<file path="config.mk">
export PLATFORM = sky130hd
export DESIGN_NAME = serializer_arbiter
export DESIGN_NICKNAME = d
export VERILOG_FILES = /design/src/rtl/serializer_arbiter.sv
export SDC_FILE = /design/constraint.sdc
export NUM_CORES = 1
export LEC_CHECK = 0
export CAP_MARGIN = 5
export CORE_MARGIN = 5
export CORE_UTILIZATION = 40
export DETAILED_ROUTE_END_ITERATION = 7
export PLACE_DENSITY_LB_ADDON = 0.25
export SLEW_MARGIN = 10
export SYNTH_ARGS = -nofsm -noshare
export SYNTH_HDL_FRONTEND = slang
export SYNTH_SLANG_ARGS = --single-unit
</file>
<file path="constraint.sdc">
create_clock -name clk -period 3.7 [get_ports clk]
set_input_delay 0.37 -clock clk [delete_from_list [all_inputs] [get_ports clk]]
set_output_delay 0.37 -clock clk [all_outputs]
set_load 0.01 [all_outputs]
</file>
<file path="src/rtl/serializer_arbiter.sv">
// Round-robin arbiter that feeds one shared serializer from N_REQ valid/ready requesters.
// One word is in flight at a time; the next grant waits until the serializer reports not busy.
module serializer_arbiter #(
    parameter int N_REQ    = 4,
    parameter int DATA_W   = 16,
    parameter int MOD_W    = 4,
    parameter int BUSY_LAT = 1
) (
    input  logic                      clk,
    input  logic                      i_srst,
    input  logic [N_REQ*DATA_W-1:0]   i_req_data,
    input  logic [N_REQ*MOD_W-1:0]    i_req_mod,
    input  logic [N_REQ-1:0]          i_req_val,
    output logic [N_REQ-1:0]          o_req_ready,
    output logic [DATA_W-1:0]         o_ser_data,
    output logic [MOD_W-1:0]          o_ser_mod,
    output logic                      o_ser_data_val,
    input  logic                      i_ser_busy,
    output logic [$clog2(N_REQ)-1:0]  o_grant_id,
    output logic                      o_drop,
    output logic                      o_idle
);

    localparam int ID_W     = $clog2(N_REQ);
    localparam int CNT_W    = (BUSY_LAT > 2) ? $clog2(BUSY_LAT) : 1;
    localparam int LAT_LAST = (BUSY_LAT > 1) ? BUSY_LAT - 2 : 0;

    typedef enum logic [1:0] {IDLE, ISSUE, LAT, DONE} state_t;

    state_t            state, state_nxt;
    logic [ID_W-1:0]   ptr;
    logic [ID_W-1:0]   winner;
    logic [ID_W-1:0]   idx;
    logic              found;
    logic              transfer;
    logic              drop_word;
    logic [MOD_W-1:0]  win_mod;
    logic [CNT_W-1:0]  lat_cnt;

    // Search from ptr upward; ID_W-bit addition wraps because N_REQ is a power of two.
    always_comb begin
        found  = 1'b0;
        winner = ptr;
        idx    = '0;
        for (int i = 0; i < N_REQ; i++) begin
            idx = ptr + ID_W'(i);
            if (!found && i_req_val[idx]) begin
                found  = 1'b1;
                winner = idx;
            end
        end
    end

    always_comb begin
        o_req_ready = '0;
        if (state == IDLE && found) begin
            o_req_ready[winner] = 1'b1;
        end
    end

    assign transfer       = |(i_req_val & o_req_ready);
    assign win_mod        = i_req_mod[winner*MOD_W +: MOD_W];
    assign drop_word      = (win_mod == MOD_W'(1)) || (win_mod == MOD_W'(2));
    assign o_ser_data_val = (state == ISSUE);
    assign o_idle         = (state == IDLE);

    // With BUSY_LAT == 1 the busy flag is already valid the cycle after the strobe,
    // so the LAT wait is skipped entirely.
    always_comb begin
        state_nxt = state;
        case (state)
            IDLE: begin
                if (transfer) begin
                    state_nxt = drop_word ? IDLE : ISSUE;
                end
            end
            ISSUE: begin
                state_nxt = (BUSY_LAT > 1) ? LAT : DONE;
            end
            LAT: begin
                if (lat_cnt == CNT_W'(LAT_LAST)) begin
                    state_nxt = DONE;
                end
            end
            DONE: begin
                if (!i_ser_busy) begin
                    state_nxt = IDLE;
                end
            end
            default: state_nxt = IDLE;
        endcase
    end

    always_ff @(posedge clk) begin
        if (i_srst) begin
            state      <= IDLE;
            ptr        <= '0;
            o_grant_id <= '0;
            o_ser_data <= '0;
            o_ser_mod  <= '0;
            o_drop     <= 1'b0;
            lat_cnt    <= '0;
        end else begin
            state   <= state_nxt;
            o_drop  <= transfer && drop_word;
            lat_cnt <= (state == LAT) ? lat_cnt + CNT_W'(1) : '0;
            if (transfer) begin
                o_ser_data <= i_req_data[winner*DATA_W +: DATA_W];
                o_ser_mod  <= win_mod;
                o_grant_id <= winner;
                ptr        <= winner + ID_W'(1);
            end
        end
    end

endmodule

</file>
# Yosys cells after proc, flatten, opt, wreduce, memory -nomap -nowiden
# Cells that the tools add are included.
word_totals:
  mem_bits_rw: 0
  regBits: 28
  latch_bits: 0
  inputBits: 87
  elab_cells: 67
  memories: 0
  rom_bits: 0
  output_inout_bits: 29
classes:
  n_lt_le_gt_ge: 6
  n_mul: 0
  eq_ne: 8
  reduce_logical: 14
  n_bitwise: 2
  div_mod_pow: 0
  shifts: 2
  add_sub_neg: 5
  mux: 23
op_table:
  columns: ["cell", "n"]
  rows:
  - ["indexed part select 64 x 7 -> 16 bit", 1]
  - ["indexed part select 16 x 5 -> 4 bit", 1]
  - ["less-than comparator 2 x 3 -> 1 bit, second input constant", 5]
  - ["two-way mux 2 bit", 6]
  - ["two-way mux 1 bit", 10]
  - ["binary-select mux 1 bit (select 2 bit)", 4]
  - ["one-hot mux 2 bit (4 select lines)", 1]
  - ["logical AND 1 bit", 6]
  - ["adder 2 x 1 -> 2 bit, second input constant", 2]
  - ["adder 2 bit, second input constant", 2]
  - ["bitwise AND 4 bit", 1]
  - ["equality test 2 bit, second input constant", 2]
  - ["equality test 4 x 1 -> 1 bit, second input constant", 1]
  - ["equality test 4 x 2 -> 1 bit, second input constant", 1]
  - ["two-way mux 4 bit", 1]
  - ["inequality test 2 bit, second input constant", 2]
  - ["OR reduction 4 bit", 1]
  - ["zero test 1 bit", 3]
  - ["AND reduction 3 bit", 1]
  - ["demux 1 bit (select 2 bit)", 1]
  - ["equality test 2 x 1 -> 1 bit, second input constant", 1]
  - ["greater-or-equal comparator 2 x 1 -> 1 bit, second input constant", 1]
  - ["zero test 2 bit", 1]
  - ["inequality test 2 x 1 -> 1 bit, second input constant", 1]
  - ["other kinds (4)", 4]

# Logic depth before layout (Yosys ltp)
# Gate-level depths: netlist (run 1).
logic_depth:
  word_depth: 21
  depth_mapped: 9
  ltp_nobuf: 7

# Least setup slack after synthesis (run 1)
# Ideal clock, no wire load.
synth_path:
  path_type: "input-to-output"
  start: "input i_req_val[0]"
  end: "output o_req_ready[2]"
  slack_ns: 1.492
  path_buffers: 2
  path_stages: 6
  required_ns: 3.330
  arrival_time_ns: 1.838
  path_cell_list: "nor2b_1 -> or4_4 -> and2_1 -> clkbuf_1 -> clkbuf_1 -> nor3_1"
synth_via:
  elab_chain_len: 17
synth_rtl:
  columns: ["element", "line", "text"]
  rows:
  - ["start: declaration", "13", "input logic [N_REQ-1:0] i_req_val,"]
  - ["binary-select mux 1 bit (select 2 bit)", "47", "if (!found && i_req_val[idx]) begin"]
  - ["two-way mux 1 bit (implied by the code)", "47", null]
  - ["two-way mux 1 bit", "47", null]
  - ["zero test 1 bit", "47", null]
  - ["logical AND 1 bit", "47", null]
  - ["two-way mux 1 bit", "47", null]
  - ["zero test 1 bit", "47", null]
  - ["logical AND 1 bit", "47", null]
  - ["two-way mux 1 bit", "47", null]
  - ["zero test 1 bit", "47", null]
  - ["logical AND 1 bit", "47", null]
  - ["two-way mux 2 bit", "47", null]
  - ["less-than comparator 2 x 3 -> 1 bit (implied by the code) / greater-or-equal comparator 2 x 1 -> 1 bit (equally long branches)", "57", "o_req_ready[winner] = 1'b1;"]
  - ["logical AND 1 bit (implied by the code)", "57", null]
  - ["two-way mux 1 bit (implied by the code)", "57", null]
  - ["demux 1 bit (select 2 bit)", "57", null]
  - ["two-way mux 4 bit (*)", "56", "if (state == IDLE && found) begin"]
  - ["end: declaration", "14", "output logic [N_REQ-1:0] o_req_ready,"]
# Every way passes the cells marked *; elsewhere a longest branch is shown, timed or not. The select of a mux whose other input is x is not followed.

# Final worst setup path (run 1)
layout_path:
  start: "input i_req_val[3]"
  end: "output o_req_ready[2]"
# Same word-level chain as after synthesis.

==> run_results.csv, run 1 <==
group,metric,value,unit
route,antenna_left,0,
yosys,synth-compound-area-share,17.2,%
yosys,synth.most_common_cell,"nand2_1",
global_route,grt_pass1_vias,2124,
yosys,synth_common_cells,"nand2_1 (105), dfxtp_1 (28), a21oi_1 (20)",
worst_hold_path,min_path_cells,1,
place,io_buffer_count,115,
critical_path,startpoint_type,"input pin",
yosys,ys_seq_area_share,30.6,%
critical_path,critPathKind,"in2out",
sta,tightest_slew,1.07,ns
yosys,yosys.area_share.adder,3.42,%
floorplan,core,4380,um^2
power,p_leak,1.23,nW
worst_hold_path,hold_path.startpoint,"lat_cnt$_SDFF_PP0_",
critical_path,r2r_end,"o_drop$_SDFF_PP0_",
critical_path,r2r_start,"ptr[1]$_SDFFE_PP0P_",
critical_path,cpLargestDelayFamily,"simple AND/OR/NAND/NOR gates",
clock_network,cts_max_level,1,
run_status,status,"complete, no violations",
critical_path,cpPeakStageDelay,0.58,ns
run,max-cap-violations,0,
critical_path,ff2ff_setup_slack,1.30,ns
clock_network,clk_latency,0.26,ns
yosys,synth_nets,363,
route,firstDrtPassIters,4,
yosys,synth.largest_area_cell,"dfxtp_1",
clock_network,cts_tree,"built",
yosys,synth.top_cell.area_share,30.6,%
route,vias,2159,
power,power_frac_clock,8.5,%
critical_path,crit_start,"i_req_val[3]",
global_route,antenna_found_initial,0,
yosys,synth-simple-area-share,35.3,%
floorplan,floorplan.initialDensity,41.8,%
sta,setup_viol,0,
power,power_switching,0.799,mW
route,via_per_inst,5.06,
clock_network,clkSlewWorstSetupHoldPaths,0.09,ns
yosys,synthMuxAreaShare,6.83,%
sta,finalHoldViolCount,0,
power,combPwrFrac,65.2,%
final_layout,instances_no_fill,427,
floorplan,top_level_ports,116,
clock_network,cts_buffer_depth,2,
yosys,ys_ff_latch,28,
floorplan,fp-row-count,24,
final_layout,drive_gt1_share,4.80,%
power,seq_power_share,26.3,%
floorplan,dieArea,6030,um^2
sta,fmax,312,MHz
final_layout,area_growth,66.6,%
route,wl_per_cell,13.9,um
final_layout,final_nets,469,
clock_network,cts.sinks,28,
critical_path,end_kind,"output pin",
sta,min_period_over_period,86.7,%
yosys,ys.flop_type,"dfxtp_1",
power,switching_share,41.9,%
clock_network,hold_buffers,0,
yosys,syn_inst,271,
clock_network,cts_root_buf,"clkbuf_8",
critical_path,reg2reg_depth,7,
power,intPower,1.11,mW
place,dp_hpwl,4650,um
floorplan,fp.dieH,77.7,um
global_route,overflow,0,
floorplan,die_w,77.7,um
global_route,grt_pass1_wl,9770,um
sta,rsz0062_at_grt,"false",
yosys,synth_async_sr_flop_share,0,%
final_layout,n_antenna_cell,0,
place,place.gp.congestion,0.775,
clock_network,cts_made_buffers,3,
clock_network,cts_resized,0,
sta,min_period,3.21,ns
worst_hold_path,hp-class,"reg2reg",
yosys,yosys_warnings,0,
sta,relSlewSlack,28.5,%
route,post-route-drc-count,0,
yosys,synth-edff-count,0,
clock_network,post_cts_buffers,0,
route,dr.first_iter.drc_count,99,
route,wl,5930,um
critical_path,crit_chain,"clkdlybuf4s50_1 > and3b_1 > or4_4 > and2_1 > nor3_1 > clkdlybuf4s50_1",
global_route,grt_usage,19.4,%
power,pwr_density_cell,625,nW/um^2
sta,finalMaxSlewViolations,0,
yosys,synth_area_per_cell,6.76,um^2
critical_path,worstPathArrival,2.84,ns
critical_path,path_buf_inv,2,
yosys,synth.distinct_cells,32,
place,dp.cells,424,
critical_path,critPathRequiredTime,3.33,ns
power,ir_worst_vdd,0.309,mV
final_layout,utilization,69.6,%
sta,setup_tns,0,ns
yosys,synth_xor_area_share,0.956,%
sta,clock_skew,0.00224,ns
yosys,syn_area,1830,um^2
worst_hold_path,worstHoldEndpoint,"lat_cnt$_SDFF_PP0_",
yosys,synth.area.top_cells,"dfxtp_1 (31%), nand2_1 (22%), o211ai_1 (6.6%)",
global_route,grt_max_degree,31,
critical_path,crit_slowest_cell,"clkdlybuf4s50_1",
yosys,synth_top_family_by_area,"simple AND/OR/NAND/NOR gates",
critical_path,crit_top_cell,"clkdlybuf4s50_1",
critical_path,worstPathMaxFanout,19,
power groups by stage:
stage	sequential, mW	clock (mW)	combinational [mW]
after floorplan	0.552	0	0.689
after global placement	0.503	0	1.24
after detailed placement	0.509	0	1.25
after CTS	0.502	0.166	1.26
after global routing	0.517	0.183	1.39
final	0.501	0.161	1.24
cells in the final DEF, fill, tap and decap left out, types with 2 or more instances in the layout:
| cell type | netlist | final |
|---|---|---|
| clkbuf_8 | 0 | 3 |
| o211ai_1 | 16 | 16 |
| nor2b_1 | 3 | 2 |
| o21ai_0 | 4 | 4 |
| a21oi_1 | 20 | 20 |
| mux2_2 | 4 | 4 |
| nor3_1 | 3 | 3 |
| o21a_1 | 4 | 4 |
| nor2_1 | 15 | 14 |
| dfxtp_1 | 28 | 28 |
| mux2i_1 | 8 | 8 |
| nand3_1 | 16 | 16 |
| a211oi_1 | 3 | 3 |
| ha_1 | 5 | 5 |
| nand2_1 | 105 | 105 |
| clkdlybuf4s50_1 | 0 | 115 |
| buf_4 | 0 | 6 |
| inv_1 | 3 | 3 |
worst reg2reg max path, cell delays in order, from the launching register on:
cell and delay (ns):
dfxtp_1 0.44, nor3_1 0.09, or4_4 0.51, nand2_4 0.33, mux2i_1 0.26, mux2_2 0.21, xor2_1 0.22, nor4b_1 0.23
kinds of logic (layout without fill, tap and decap cells):
kind of cell,after synthesis,count (layout)
AO/OA/AOI/OAI,49,49
buffers and inverters,23,127
XOR/XNOR,2,2
multiplexers,12,12
adder cells (fa/ha/maj),5,5
AND/OR/NAND/NOR,152,152
flip-flops,28,28
how the worst max path moves through the flow:
stage          cells after the start  slack, ns             end
6_report                           6       0.49  o_req_ready[2]
5_1_grt                            6       0.39  o_req_ready[3]
4_1_cts                            6       0.51  o_req_ready[2]
3_5_place_dp                       6       0.52  o_req_ready[2]
3_3_place_gp                       6       0.56  o_req_ready[2]
2_1_floorplan                      6       1.49  o_req_ready[2]
layout make-up:
| class | instances | area, um^2 |
|---|---|---|
| timing repair buffer | 121 | 1200 |
| multi-input combinational | 220 | 1180 |
| tap | 52 | 65.1 |
| fill | 399 | 1330 |
| sequential | 28 | 561 |
| clock buffer | 3 | 41.3 |
| inverter | 3 | 11.3 |
metal layers:
layer	routed length (um)	up-vias	part of all wire [%]	track usage, %
li1	-	1118	-	-
met1	2400	957	40	23.1
met2	2930	72	49	33.3
met3	460	12	7.8	5.56
met4	136	0	2.3	6.19
met5	0	-	0	0
sequential cells by signal, indices dropped and copies added (netlist names):
register	count
o_ser_mod	4
o_drop	1
ptr	2
o_ser_data	16
state	2
lat_cnt	1
o_grant_id	2
metrics by stage:
stage / cell area (um^2) / setup slack [ns] / power [mW] / hold WS (ns)
detailed placement: 3010 / 0.520 / 1.76 / 0.420
CTS: 3050 / 0.513 / 1.93 / 0.436
finish: 3050 / 0.492 / 1.91 / 0.431
global placement: 3010 / 0.559 / 1.74 / 0.418
floorplan: 1830 / 1.49 / 1.24 / 0.398
global route: 3050 / 0.387 / 2.09 / 0.469
No activity file was read; power rests on OpenSTA's default activity.
==> run 2, diff against run 1 <==
clock period = 3.97 ns   (was 3.7 ns; I/O delays follow)
==> run_results.csv, run 2 (synthesis gave the netlist of run 1 again) <==
group,metric,value,unit
sta,tightest_slew,1.06,ns
sta,relSlewSlack,28.8,%
place,io_buffer_count,115,
floorplan,floorplan.initialDensity,41.8,%
route,wl,6090,um
critical_path,worstPathArrival,2.85,ns
final_layout,drive_gt1_share,4.55,%
sta,fmax,308,MHz
route,vias,2182,
final_layout,largest_reg_flops,16,
worst_hold_path,min_path_cells,1,
critical_path,reg2reg_depth,8,
floorplan,top_level_ports,116,
final_layout,top_regs,"o_ser_data (16), o_ser_mod (4)",
sta,setup_tns,0,ns
clock_network,cts_resized,0,
worst_hold_path,worstHoldEndpoint,"lat_cnt$_SDFF_PP0_",
final_layout,n_antenna_cell,0,
worst_hold_path,hold_path.startpoint,"lat_cnt$_SDFF_PP0_",
global_route,grt_pass1_vias,2189,
place,placed_cell_area,3000,um^2
floorplan,die_w,77.7,um
critical_path,startpoint_type,"input pin",
global_route,grt_usage,20.0,%
final_layout,area_growth,66.5,%
sta,rsz0062_at_grt,"false",
sta,min_period_over_period,81.8,%
power,ir_worst_vdd,0.262,mV
clock_network,cts_root_buf,"clkbuf_8",
global_route,grt_pass1_wl,10100,um
clock_network,cts_buffer_depth,2,
route,dr.first_iter.drc_count,88,
clock_network,clkSlewWorstSetupHoldPaths,0.10,ns
floorplan,core,4380,um^2
global_route,antenna_found_initial,0,
place,place.gp.congestion,0.792,
critical_path,ff2ff_setup_slack,1.41,ns
route,wl_per_cell,14.3,um
power,power_frac_clock,9.9,%
clock_network,post_cts_buffers,0,
route,antenna_left,0,
power,pwr_density_cell,588,nW/um^2
sta,min_period,3.25,ns
floorplan,dieArea,6030,um^2
final_layout,final_cell_area,3050,um^2
clock_network,hold_buffers,0,
sta,fin_hold_ws,0.435,ns
power,p_leak,1.23,nW
critical_path,end_kind,"output pin",
power,combPwrFrac,63.9,%
clock_network,cts_tree,"built",
final_layout,layout_commonest_cell,"clkdlybuf4s50_1",
critical_path,r2r_start,"ptr[1]$_SDFFE_PP0P_",
clock_network,cts_made_buffers,3,
route,via_per_inst,5.12,
clock_network,cts_max_level,1,
critical_path,critPathKind,"in2out",
sta,setup_viol,0,
global_route,grt_max_degree,29,
floorplan,fp.dieH,77.7,um
floorplan,fp-row-count,24,
route,post-route-drc-count,0,
sta,clock_skew,0.00252,ns
power,switching_share,42.0,%
final_layout,regMostFlops,"o_ser_data",
clock_network,cts.sinks,28,
route,firstDrtPassIters,4,
critical_path,worstPathMaxFanout,19,
critical_path,r2r_end,"o_drop$_SDFF_PP0_",
clock_network,clk_latency,0.27,ns
place,dp_hpwl,4720,um
final_layout,final_cell_mix,"clkdlybuf4s50_1 (115), nand2_1 (105), dfxtp_1 (28), a21oi_1 (20)",
sta,finalMaxSlewViolations,0,
power,seq_power_share,26.2,%
run,max-cap-violations,0,
power,intPower,1.04,mW
power,power_switching,0.754,mW
critical_path,critPathRequiredTime,3.57,ns
global_route,overflow,0,
run_status,status,"complete, no violations",
worst_hold_path,hp-class,"reg2reg",
sta,finalHoldViolCount,0,
final_layout,final_nets,467,
[run 2: cell types whose count changed in the layout (fill, tap and decap cells not counted), sizes merged]
cell	previous run	this run
buf	6	4
clkbuf	3	4
[run 2: power by group through the flow]
stage	Combinational [mW]	Sequential, mW	Clock, mW
finish	1.15	0.469	0.178
detailed placement	1.15	0.475	0
floorplan	0.642	0.514	0
global route	1.26	0.487	0.198
global placement	1.13	0.472	0
CTS	1.16	0.470	0.184
[run 2: area by class of cell]
| cell class | instances | area, um^2 |
|---|---|---|
| clock buffers | 4 | 55.1 |
| multi-input cells | 220 | 1180 |
| well taps | 52 | 65.1 |
| inverters | 3 | 11.3 |
| flip-flops and latches | 28 | 561 |
| fillers | 413 | 1330 |
| repair buffers | 119 | 1180 |
[run 2: worst max-delay path, stage by stage]
cell	delay [ns]
clkdlybuf4s50_1	0.59
and3b_1	0.20
or4_4	0.44
and2_1	0.37
nor3_1	0.27
clkdlybuf4s50_1	0.57
[run 2: worst max path at each step]
stage,cells after the start,end,from
2_1_floorplan,6,o_req_ready[2],i_req_val[0]
5_1_grt,8,o_req_ready[2],i_req_val[3]
3_5_place_dp,9,o_drop$_SDFF_PP0_,i_req_val[3]
6_report,6,o_req_ready[2],i_req_val[3]
4_1_cts,6,o_req_ready[2],i_req_val[3]
3_3_place_gp,6,o_req_ready[2],i_req_val[3]
[run 2: layer usage]
layer / vias to the layer above / global-route usage, % / part of all wire [%]
met4: 0 / 6.87 / 2.2
met2: 76 / 34.6 / 51
met1: 980 / 23.5 / 39
li1: 1114 / - / -
met5: - / 0 / 0
met3: 12 / 5.67 / 7.7
[run 2: stage by stage]
stage,setup WS [ns],util (%),std cells,power (mW)
floorplan,1.71,-,271,1.16
global placement,0.780,68.3,422,1.60
detailed placement,0.751,68.3,422,1.63
CTS,0.733,69.6,426,1.81
global route,0.533,69.6,426,1.95
finish,0.724,69.6,426,1.79
==> run 3, diff against run 2 <==
CORE_UTILIZATION = 33   (was 40)
clock period = 2.83 ns   (was 3.97 ns; I/O delays follow)
==> run_results.csv, run 3 (synthesis gave the netlist of run 1 again) <==
group,metric,value,unit
place,placed_cell_area,3090,um^2
place,pre_cts_ws,0.0875,ns
sta,setup_viol,0,
clock_network,cts_buffer_depth,2,
floorplan,fp-row-count,27,
floorplan,fp.dieH,84.5,um
run,max-cap-violations,0,
worst_hold_path,hp-class,"reg2reg",
route,wl,5900,um
critical_path,end_kind,"output pin",
floorplan,dieArea,7140,um^2
final_layout,seqCellArea,561,um^2
final_layout,area_growth,71.0,%
sta,setup_ws,0.119,ns
clock_network,hold_buffers,0,
worst_hold_path,hold_path.startpoint,"lat_cnt$_SDFF_PP0_",
critical_path,cpLargestDelayFamily,"buffers and inverters",
power,pwr_density_cell,805,nW/um^2
critical_path,crit_top_cell,"clkdlybuf4s50_1",
power,power_frac_clock,8.4,%
place,io_buffer_count,115,
clock_network,cts_root_buf,"clkbuf_8",
global_route,antenna_found_initial,0,
sta,min_period_over_period,95.8,%
power,intPower,1.48,mW
global_route,overflow,0,
final_layout,instances_no_fill,454,
route,via_per_inst,4.76,
clock_network,cts_tree,"built",
run_status,status,"complete, no violations",
critical_path,r2r_start,"ptr[1]$_SDFFE_PP0P_",
floorplan,top_level_ports,116,
critical_path,path_buf_inv,2,
floorplan,floorplan.initialDensity,33.7,%
final_layout,n_antenna_cell,0,
floorplan,die_w,84.5,um
critical_path,worstPathArrival,2.43,ns
final_layout,regMostFlops,"o_ser_data",
power,finalPower,2.52,mW
power,seq_power_share,26.0,%
critical_path,cpPeakStageDelay,0.59,ns
route,antenna_left,0,
global_route,grt_pass1_vias,2097,
power,power_switching,1.04,mW
sta,relSlewSlack,55.8,%
sta,clock_skew,0.00156,ns
clock_network,clkSlewWorstSetupHoldPaths,0.09,ns
place,dp.cells,451,
sta,tightest_slew,0.661,ns
global_route,grt_pass1_wl,9620,um
final_layout,multi_input_area,1180,um^2
sta,fmax,369,MHz
global_route,grt_max_degree,33,
place,dp_hpwl,4760,um
power,switching_share,41.4,%
clock_network,cts.sinks,28,
critical_path,critPathRequiredTime,2.55,ns
final_layout,largest_reg_flops,16,
power,ir_worst_vdd,0.366,mV
route,wl_per_cell,13.0,um
final_layout,final_cell_mix,"clkdlybuf4s50_1 (114), nand2_1 (105), dfxtp_1 (28), a21oi_1 (20)",
clock_network,clk_latency,0.27,ns
route,dr.first_iter.drc_count,90,
sta,min_period,2.71,ns
final_layout,final_nets,476,
critical_path,crit_slowest_cell,"clkdlybuf4s50_1",
floorplan,core,5440,um^2
sta,finalHoldViolCount,0,
critical_path,crit_start,"i_req_val[3]",
clock_network,cts_max_level,1,
final_layout,drive_gt1_share,6.81,%
final_layout,utilization,57.6,%
route,post-route-drc-count,0,
route,firstDrtPassIters,4,
power,p_leak,1.28,nW
critical_path,crit_chain,"clkdlybuf4s50_1 > and3b_1 > or4_4 > and2_2 > nor3_1 > clkdlybuf4s50_1",
critical_path,worstPathMaxFanout,5,
clock_network,cts_made_buffers,3,
power,combPwrFrac,65.7,%
place,place.gp.congestion,0.747,
critical_path,critPathKind,"in2out",
final_layout,layout_commonest_cell,"clkdlybuf4s50_1",
global_route,grt_usage,16.1,%
sta,rsz0062_at_grt,"false",
sta,setup_tns,0,ns
sta,finalMaxSlewViolations,0,
final_layout,final_cell_area,3130,um^2
final_layout,top_regs,"o_ser_data (16), o_ser_mod (4)",
final_layout,fillers,530,
route,vias,2159,
sta,fin_hold_ws,0.428,ns
critical_path,startpoint_type,"input pin",
## run 3: changes by cell type in the layout (fill, tap and decap cells not counted)
| cell | before | now |
|---|---|---|
| buf_4 | 4 | 13 |
| dlymetal6s2s_1 | 0 | 1 |
| and2_2 | 0 | 1 |
| and2_1 | 1 | 0 |
| clkbuf_8 | 4 | 3 |
| clkdlybuf4s50_1 | 115 | 114 |
## run 3: area by class of cell
| type | count | area share, % |
|---|---|---|
| Timing Repair Buffer | 128 | 39.9 |
| Multi-Input combinational cell | 220 | 37.6 |
| Sequential cell | 28 | 17.9 |
| Tap cell | 72 | 2.88 |
| Clock buffer | 3 | 1.32 |
| Inverter | 3 | 0.359 |
## run 3: per-layer routing
metal / up-vias / wire length (um) / part of all wire [%] / track usage, %
li1: 1135 / - / - / -
met1: 958 / 2430 / 41 / 18.0
met2: 64 / 2940 / 50 / 29.5
met3: 2 / 503 / 8.5 / 5.40
met4: 0 / 26 / 0.44 / 3.45
met5: - / 0 / 0 / 0
## run 3: repair_timing
action / in CTS / in global routing
setup buffers: 0 / 0
resized for setup: 0 / 2
hold endpoints to repair: 0 / 0
endpoints found under the setup margin: 0 / 1
## run 3: worst paths after layout
| kind | slack, ns | cells after the start | to |
|---|---|---|---|
| setup reg to reg | 0.60 | 7 | o_drop$_SDFF_PP0_ |
| hold reg to reg | 0.43 | 1 | lat_cnt$_SDFF_PP0_ |
| setup / recovery | 0.12 | 6 | o_req_ready[2] |
| hold / removal | 0.43 | 1 | lat_cnt$_SDFF_PP0_ |
## run 3: power groups by stage
stage               clock (mW)  combinational, mW  sequential [mW]
finish                   0.211               1.66            0.655
floorplan                    0              0.901            0.721
global placement             0               1.66            0.656
CTS                      0.219               1.68            0.657
detailed placement           0               1.68            0.666
global route             0.239               1.84            0.683
==> edit 1, RTL diff (flow settings as in run 3) <==
Make the reset (`i_srst`) asynchronous in one clocked block.
--- a/src/rtl/serializer_arbiter.sv
+++ b/src/rtl/serializer_arbiter.sv
@@ -91,7 +91,7 @@
         endcase
     end
 
-    always_ff @(posedge clk) begin
+    always_ff @(posedge clk or posedge i_srst) begin
         if (i_srst) begin
             state      <= IDLE;
             ptr        <= '0;
Behaviour: differs if i_srst is asserted again (counterexample within 4 cycles, from zero or initial values and one cycle with i_srst high); with i_srst held inactive, the same outputs for 10 cycles.
==> edit 1 against run 3 <==
- wire length shrank 0.63%
- synthesized area is 3.9% higher
- highest routed layer unchanged
- clock skew is 0.0016 ns higher
- setup slack better by 0.22 ns
- sequential cell count is the same
- via count fell by 13%
- design area increased by 2.4%
- first-iteration DRC count fell by 44%
- total power grew 5.8%
==> edit 1: results (changes against run 3) <==
.. list-table::
   :header-rows: 1

   * - Metric
     - Value
   * - Clock Latency Late Sink
     - 0.27 ns (about the same)
   * - Number of placed cells counting well taps
     - 377 (was 451)
   * - Leading register cell type out of synthesis
     - dfrtp_1 (was dfxtp_1)
   * - Fillers
     - 527 (was 530)
   * - Launch point of the worst path
     - i_req_val[2] (was i_req_val[3])
   * - Result of the run
     - completed (unchanged)
   * - Met1 Track Usage GR
     - 19.0% (was 18.0%)
   * - Crit path capture
     - o_req_ready[0] (was o_req_ready[2])
   * - Number of distinct library cell variants in the gate-level netlist after synthesis
     - 28 (was 32)
   * - Post-Syn Nets
     - 288 (was 363)
   * - Antenna violations before repair
     - 0 (unchanged)
   * - Worst R2R End
     - o_drop$_DFF_PP0_ (was o_drop$_SDFF_PP0_)
   * - Met3 usage in global routing
     - 3.17% (was 5.40%)
   * - WL final
     - 5860 µm (was 5900 µm)
   * - Max FO, Critical Path
     - 7 (was 5)
   * - First-pass GRT wire length
     - 9490 µm (was 9620 µm)
   * - Last weighted congestion value of the routability-driven placer
     - 0.771 (was 0.747)
   * - Fmax
     - 0.401 GHz (was 0.369 GHz)
   * - Placed instance area
     - 0.00314 mm² (was 0.00309 mm²)
   * - Quantity of I/O buffers inserted on ports
     - 115 (unchanged)
   * - Final layout net count
     - 402 (was 476)
   * - Top post-synthesis cells by area
     - dfrtp_1 (37%), mux2i_1 (13%), a211oi_1 (13%), nor2b_1 (6.9%), a21o_1 (6.3%) (was dfxtp_1 (31%), nand2_1 (22%), o211ai_1 (6.6%), a21oi_1 (5.5%), mux2i_1 (4.4%))
   * - Skew final
     - 0.00320 ns (was 0.00156 ns)
   * - Cells on worst reg2reg path
     - 8 (was 7)
   * - Static leakage power
     - 1.40 nW (was 1.28 nW)
   * - Fraction of layout cells with a size suffix above 1
     - 7.77% (was 6.81%)
   * - Half-perimeter wire length after detailed placement
     - 4710 µm (was 4760 µm)
   * - Overall Global Routing Usage
     - 15.7% (was 16.1%)
   * - Most numerous cell types in the synthesized netlist
     - a211oi_1 (32), dfrtp_1 (28), mux2i_1 (24), nor2b_1 (21), a21o_1 (16) (was nand2_1 (105), dfxtp_1 (28), a21oi_1 (20), nand3_1 (16), o211ai_1 (16))
   * - Max IR drop VDD
     - 0.465 mV (was 0.366 mV)
   * - Share of async-settable or async-resettable flops after synthesis
     - 100% (was 0%)
   * - Layout Utilization
     - 57.9% (was 57.6%)
   * - Sequential area share after synthesis
     - 36.8% (was 30.6%)
   * - Maximum number of pins on one net before global-route repair
     - 45 (was 33)
   * - DP Worst Slack
     - 0.281 ns (was 0.0875 ns)
   * - Post-synthesis to final-layout area growth
     - 68.6% (was 71.0%)
   * - Met2 GRT Util
     - 28.3% (was 29.5%)
   * - Worst path arrival time
     - 2.21 ns (was 2.43 ns)
   * - Worst rel slew slack
     - 61.1% (was 55.8%)
   * - Count of mapped cells out of synthesis
     - 196 (was 271)
   * - Detailed Routing Iterations Pass 1
     - 4 (unchanged)
   * - DR WL/cell
     - 15.4 µm (was 13.0 µm)
   * - Vias post-DR
     - 1875 (was 2159)
[edit 1: cells by family after synthesis]
group	after synthesis	synth area share, %
AO/OA/AOI/OAI	65	25.0
XOR/XNOR	2	0.921
adder cells (fa/ha/maj)	5	3.29
buffers and inverters	19	5.26
flip-flops	28	36.8
multiplexers	28	15.0
AND/OR/NAND/NOR	49	13.7
[edit 1: final cells by class]
type	count	share of cell area, %
Timing Repair Buffer	124	38.0
Multi-Input combinational cell	149	34.7
Sequential cell	28	21.8
Tap cell	72	2.81
Clock buffer	3	1.29
Clock inverter	1	0.936
Inverter	4	0.468
[edit 1: worst max-delay path, delay by kind of cell]
family / cells / cell delay [ns]
buffers and inverters: 2 / 1.05
and+or+nand+nor: 2 / 0.42
AOI/OAI and AO/OA: 2 / 0.45
[edit 1: routing by layer]
metal / wire [µm] / up-vias / share of wire (%)
met1: 2430 / 873 / 41
li1: - / 939 / -
met5: 0 / - / 0
met3: 328 / 8 / 5.6
met2: 3030 / 55 / 52
met4: 75 / 0 / 1.3
[edit 1: worst min path at each step]
stage | end | slack (ns) | cells after the start
after CTS | lat_cnt$_DFF_PP0_ | 0.39 | 3
final | o_ser_data[14]$_DFFE_PP0P_ | 0.37 | 3
after global placement | lat_cnt$_DFF_PP0_ | 0.42 | 1
after floorplan | lat_cnt$_DFF_PP0_ | 0.35 | 1
after detailed placement | lat_cnt$_DFF_PP0_ | 0.43 | 1
after global routing | o_drop$_DFF_PP0_ | 0.43 | 3
[edit 1: where the power goes]
group / total (mW) / internal [mW] / leakage [nW] / switching, mW
Combinational: 1.65 / 0.862 / 1.02 / 0.785
Clock: 0.313 / 0.189 / 0.0357 / 0.124
Sequential: 0.710 / 0.594 / 0.346 / 0.115
==> edit 2, RTL diff (settings of run 3) <==
Made on the original files. Set the parameter `N_REQ` to 8 (it was 4).
--- a/src/rtl/serializer_arbiter.sv
+++ b/src/rtl/serializer_arbiter.sv
@@ -1,7 +1,7 @@
 // Round-robin arbiter that feeds one shared serializer from N_REQ valid/ready requesters.
 // One word is in flight at a time; the next grant waits until the serializer reports not busy.
 module serializer_arbiter #(
-    parameter int N_REQ    = 4,
+    parameter int N_REQ    = 8,
     parameter int DATA_W   = 16,
     parameter int MOD_W    = 4,
     parameter int BUSY_LAT = 1
Interface: changed (5 resized); port bits go from 116 to 205. No check against the original RTL was run, so the function may have changed too.
==> edit 2 against run 3 <==
- the run now ends with setup timing left
- setup slack got worse by 1.0 ns
- sequential cell count increased by 2
- sequential power increased by 7.9%
- clock skew increased by 0.0026 ns
- total power increased to 4.7 times the old value
- via count increased by 100%
- wire length increased to 2.6 times the old value
- synthesized area increased by 110%
- combinational power increased to 6.4 times the old value
- design area increased by 130%
- highest routed layer unchanged
==> edit 2: results (changes against run 3) <==
.. list-table::
   :header-rows: 1

   * - Metric
     - Value
   * - Result of the run
     - finished with violations (was completed)
   * - Failing checks
     - setup timing
   * - Post-Syn Nets
     - 572 (was 363)
   * - Count of clock-net buffers in the final layout
     - 6 (was 3)
   * - Via density per instance
     - 5.41 (was 4.76)
   * - Last weighted congestion value of the routability-driven placer
     - 0.857 (was 0.747)
   * - Proportion of cell area occupied by multi-input gates
     - 44.4% (was 37.6%)
   * - Fillers
     - 947 (was 530)
   * - Final layout net count
     - 851 (was 476)
   * - #MultiIn Comb
     - 321 (was 220)
   * - Final setup violation count
     - 37 (was 0)
   * - DP Worst Slack
     - -1.08 ns (was 0.0875 ns)
   * - Static leakage power
     - 2.94 nW (was 1.28 nW)
   * - Area of all placed cells without fillers
     - 0.00735 mm² (was 0.00313 mm²)
   * - Clk cell area share
     - 2.30% (was 1.32%)
   * - Fraction of layout cells with a size suffix above 1
     - 35.1% (was 6.81%)
   * - Half-perimeter wire length after detailed placement
     - 12100 µm (was 4760 µm)
   * - Depth of the CTS H-tree
     - 2 (was 1)
   * - Quantity of I/O buffers inserted on ports
     - 204 (was 115)
   * - Signal buf overhead
     - 42.1% (was 39.9%)
   * - First-pass GRT wire length
     - 22200 µm (was 9620 µm)
   * - Non-filler instance count after layout
     - 816 (was 454)
   * - Top post-synthesis cells by area
     - mux4_2 (24%), dfxtp_1 (16%), mux2i_1 (9.9%), nand2_1 (5.2%), nor2_1 (4.2%) (was dfxtp_1 (31%), nand2_1 (22%), o211ai_1 (6.6%), a21oi_1 (5.5%), mux2i_1 (4.4%))
   * - Worst path arrival time
     - 3.89 ns (was 2.43 ns)
   * - Count of mapped cells out of synthesis
     - 394 (was 271)
   * - Number of distinct library cell variants in the gate-level netlist after synthesis
     - 51 (was 32)
   * - Most numerous cell types in the synthesized netlist
     - nand2_1 (52), nor2_1 (42), mux4_2 (40), mux2i_1 (37), dfxtp_1 (30) (was nand2_1 (105), dfxtp_1 (28), a21oi_1 (20), nand3_1 (16), o211ai_1 (16))
   * - Number of placed cells counting well taps
     - 783 (was 451)
   * - Max FO, Critical Path
     - 6 (was 5)
   * - Total CTS buffers
     - 5 (was 3)
   * - Number of inverters outside the clock class in the layout
     - 7 (was 3)
   * - Maximum number of pins on one net before global-route repair
     - 35 (was 33)
   * - Initial drt markers
     - 195 (was 90)
   * - WL final
     - 15500 µm (was 5900 µm)
   * - Final setup margin
     - -0.901 ns (was 0.119 ns)
   * - Leading register cell type out of synthesis
     - dfxtp_1 (unchanged)
   * - Sequential area share after synthesis
     - 16.0% (was 30.6%)
   * - Share of async-settable or async-resettable flops after synthesis
     - 0% (unchanged)
   * - Accumulated negative setup slack
     - -26.37 ns (was 0 ns)
   * - Overall Global Routing Usage
     - 20.4% (was 16.1%)
   * - Clock root cell
     - clkbuf_16 (was clkbuf_8)
   * - Total area of sequential cells
     - 606 µm² (was 561 µm²)
   * - Count of non-CTS buffers in the layout
     - 308 (was 128)
   * - Netlist area before placement
     - 0.00376 mm² (was 0.00183 mm²)
edit 2: worst paths after layout:
kind | start | endpoint | slack [ns] | cells past startpoint
worst max-delay path | ptr[0]$_SDFFE_PP0P_ | state[0]$_SDFFE_PP0P_ | -0.90 | 15
worst min-delay path | lat_cnt$_SDFF_PP0_ | lat_cnt$_SDFF_PP0_ | 0.42 | 1
worst max register to register | ptr[0]$_SDFFE_PP0P_ | state[0]$_SDFFE_PP0P_ | -0.90 | 15
worst min register to register | lat_cnt$_SDFF_PP0_ | lat_cnt$_SDFF_PP0_ | 0.42 | 1
edit 2: repair_timing:
item,in CTS,in global routing
endpoints found under the setup margin,37,37
resized for setup,60,67
pin swaps,5,27
setup buffers,13,12
gates cloned,0,4
edit 2: kinds of logic after synthesis:
logic type	share of synthesized area, %
mux	37.6
xor+xnor	2.56
simple gates	17.8
fa+ha+maj	2.33
flops	16.0
buf+inv	6.46
compound gates	17.3
edit 2: metal layers:
layer	GRT usage [%]	routed length [µm]	vias up
met5	0	0	-
met4	4.20	163	0
met2	35.3	8340	135
li1	-	-	2116
met1	26.3	6160	2148
met3	4.35	815	13
edit 2: report_power, final:
group | total, mW | leakage, nW | internal [mW] | switching, mW
Sequential | 0.707 | 0.250 | 0.600 | 0.107
Clock | 0.616 | 0.0829 | 0.434 | 0.182
Combinational | 10.6 | 2.60 | 6.09 | 4.53
Total | 11.9 | 2.94 | 7.13 | 4.82
edit 2: worst max-delay path: stages (launching register included):
cell and delay (ns):
dfxtp_4 0.40, inv_8 0.04, ha_4 0.28, buf_12 0.13
mux4_2 0.54, mux2_4 0.31, nor2_4 0.12, o21ai_2 0.08
a311oi_2 0.27, nor3_2 0.08, a311oi_4 0.31, buf_12 0.17
buf_12 0.12, mux2_4 0.34, xnor2_4 0.15, o311a_1 0.29
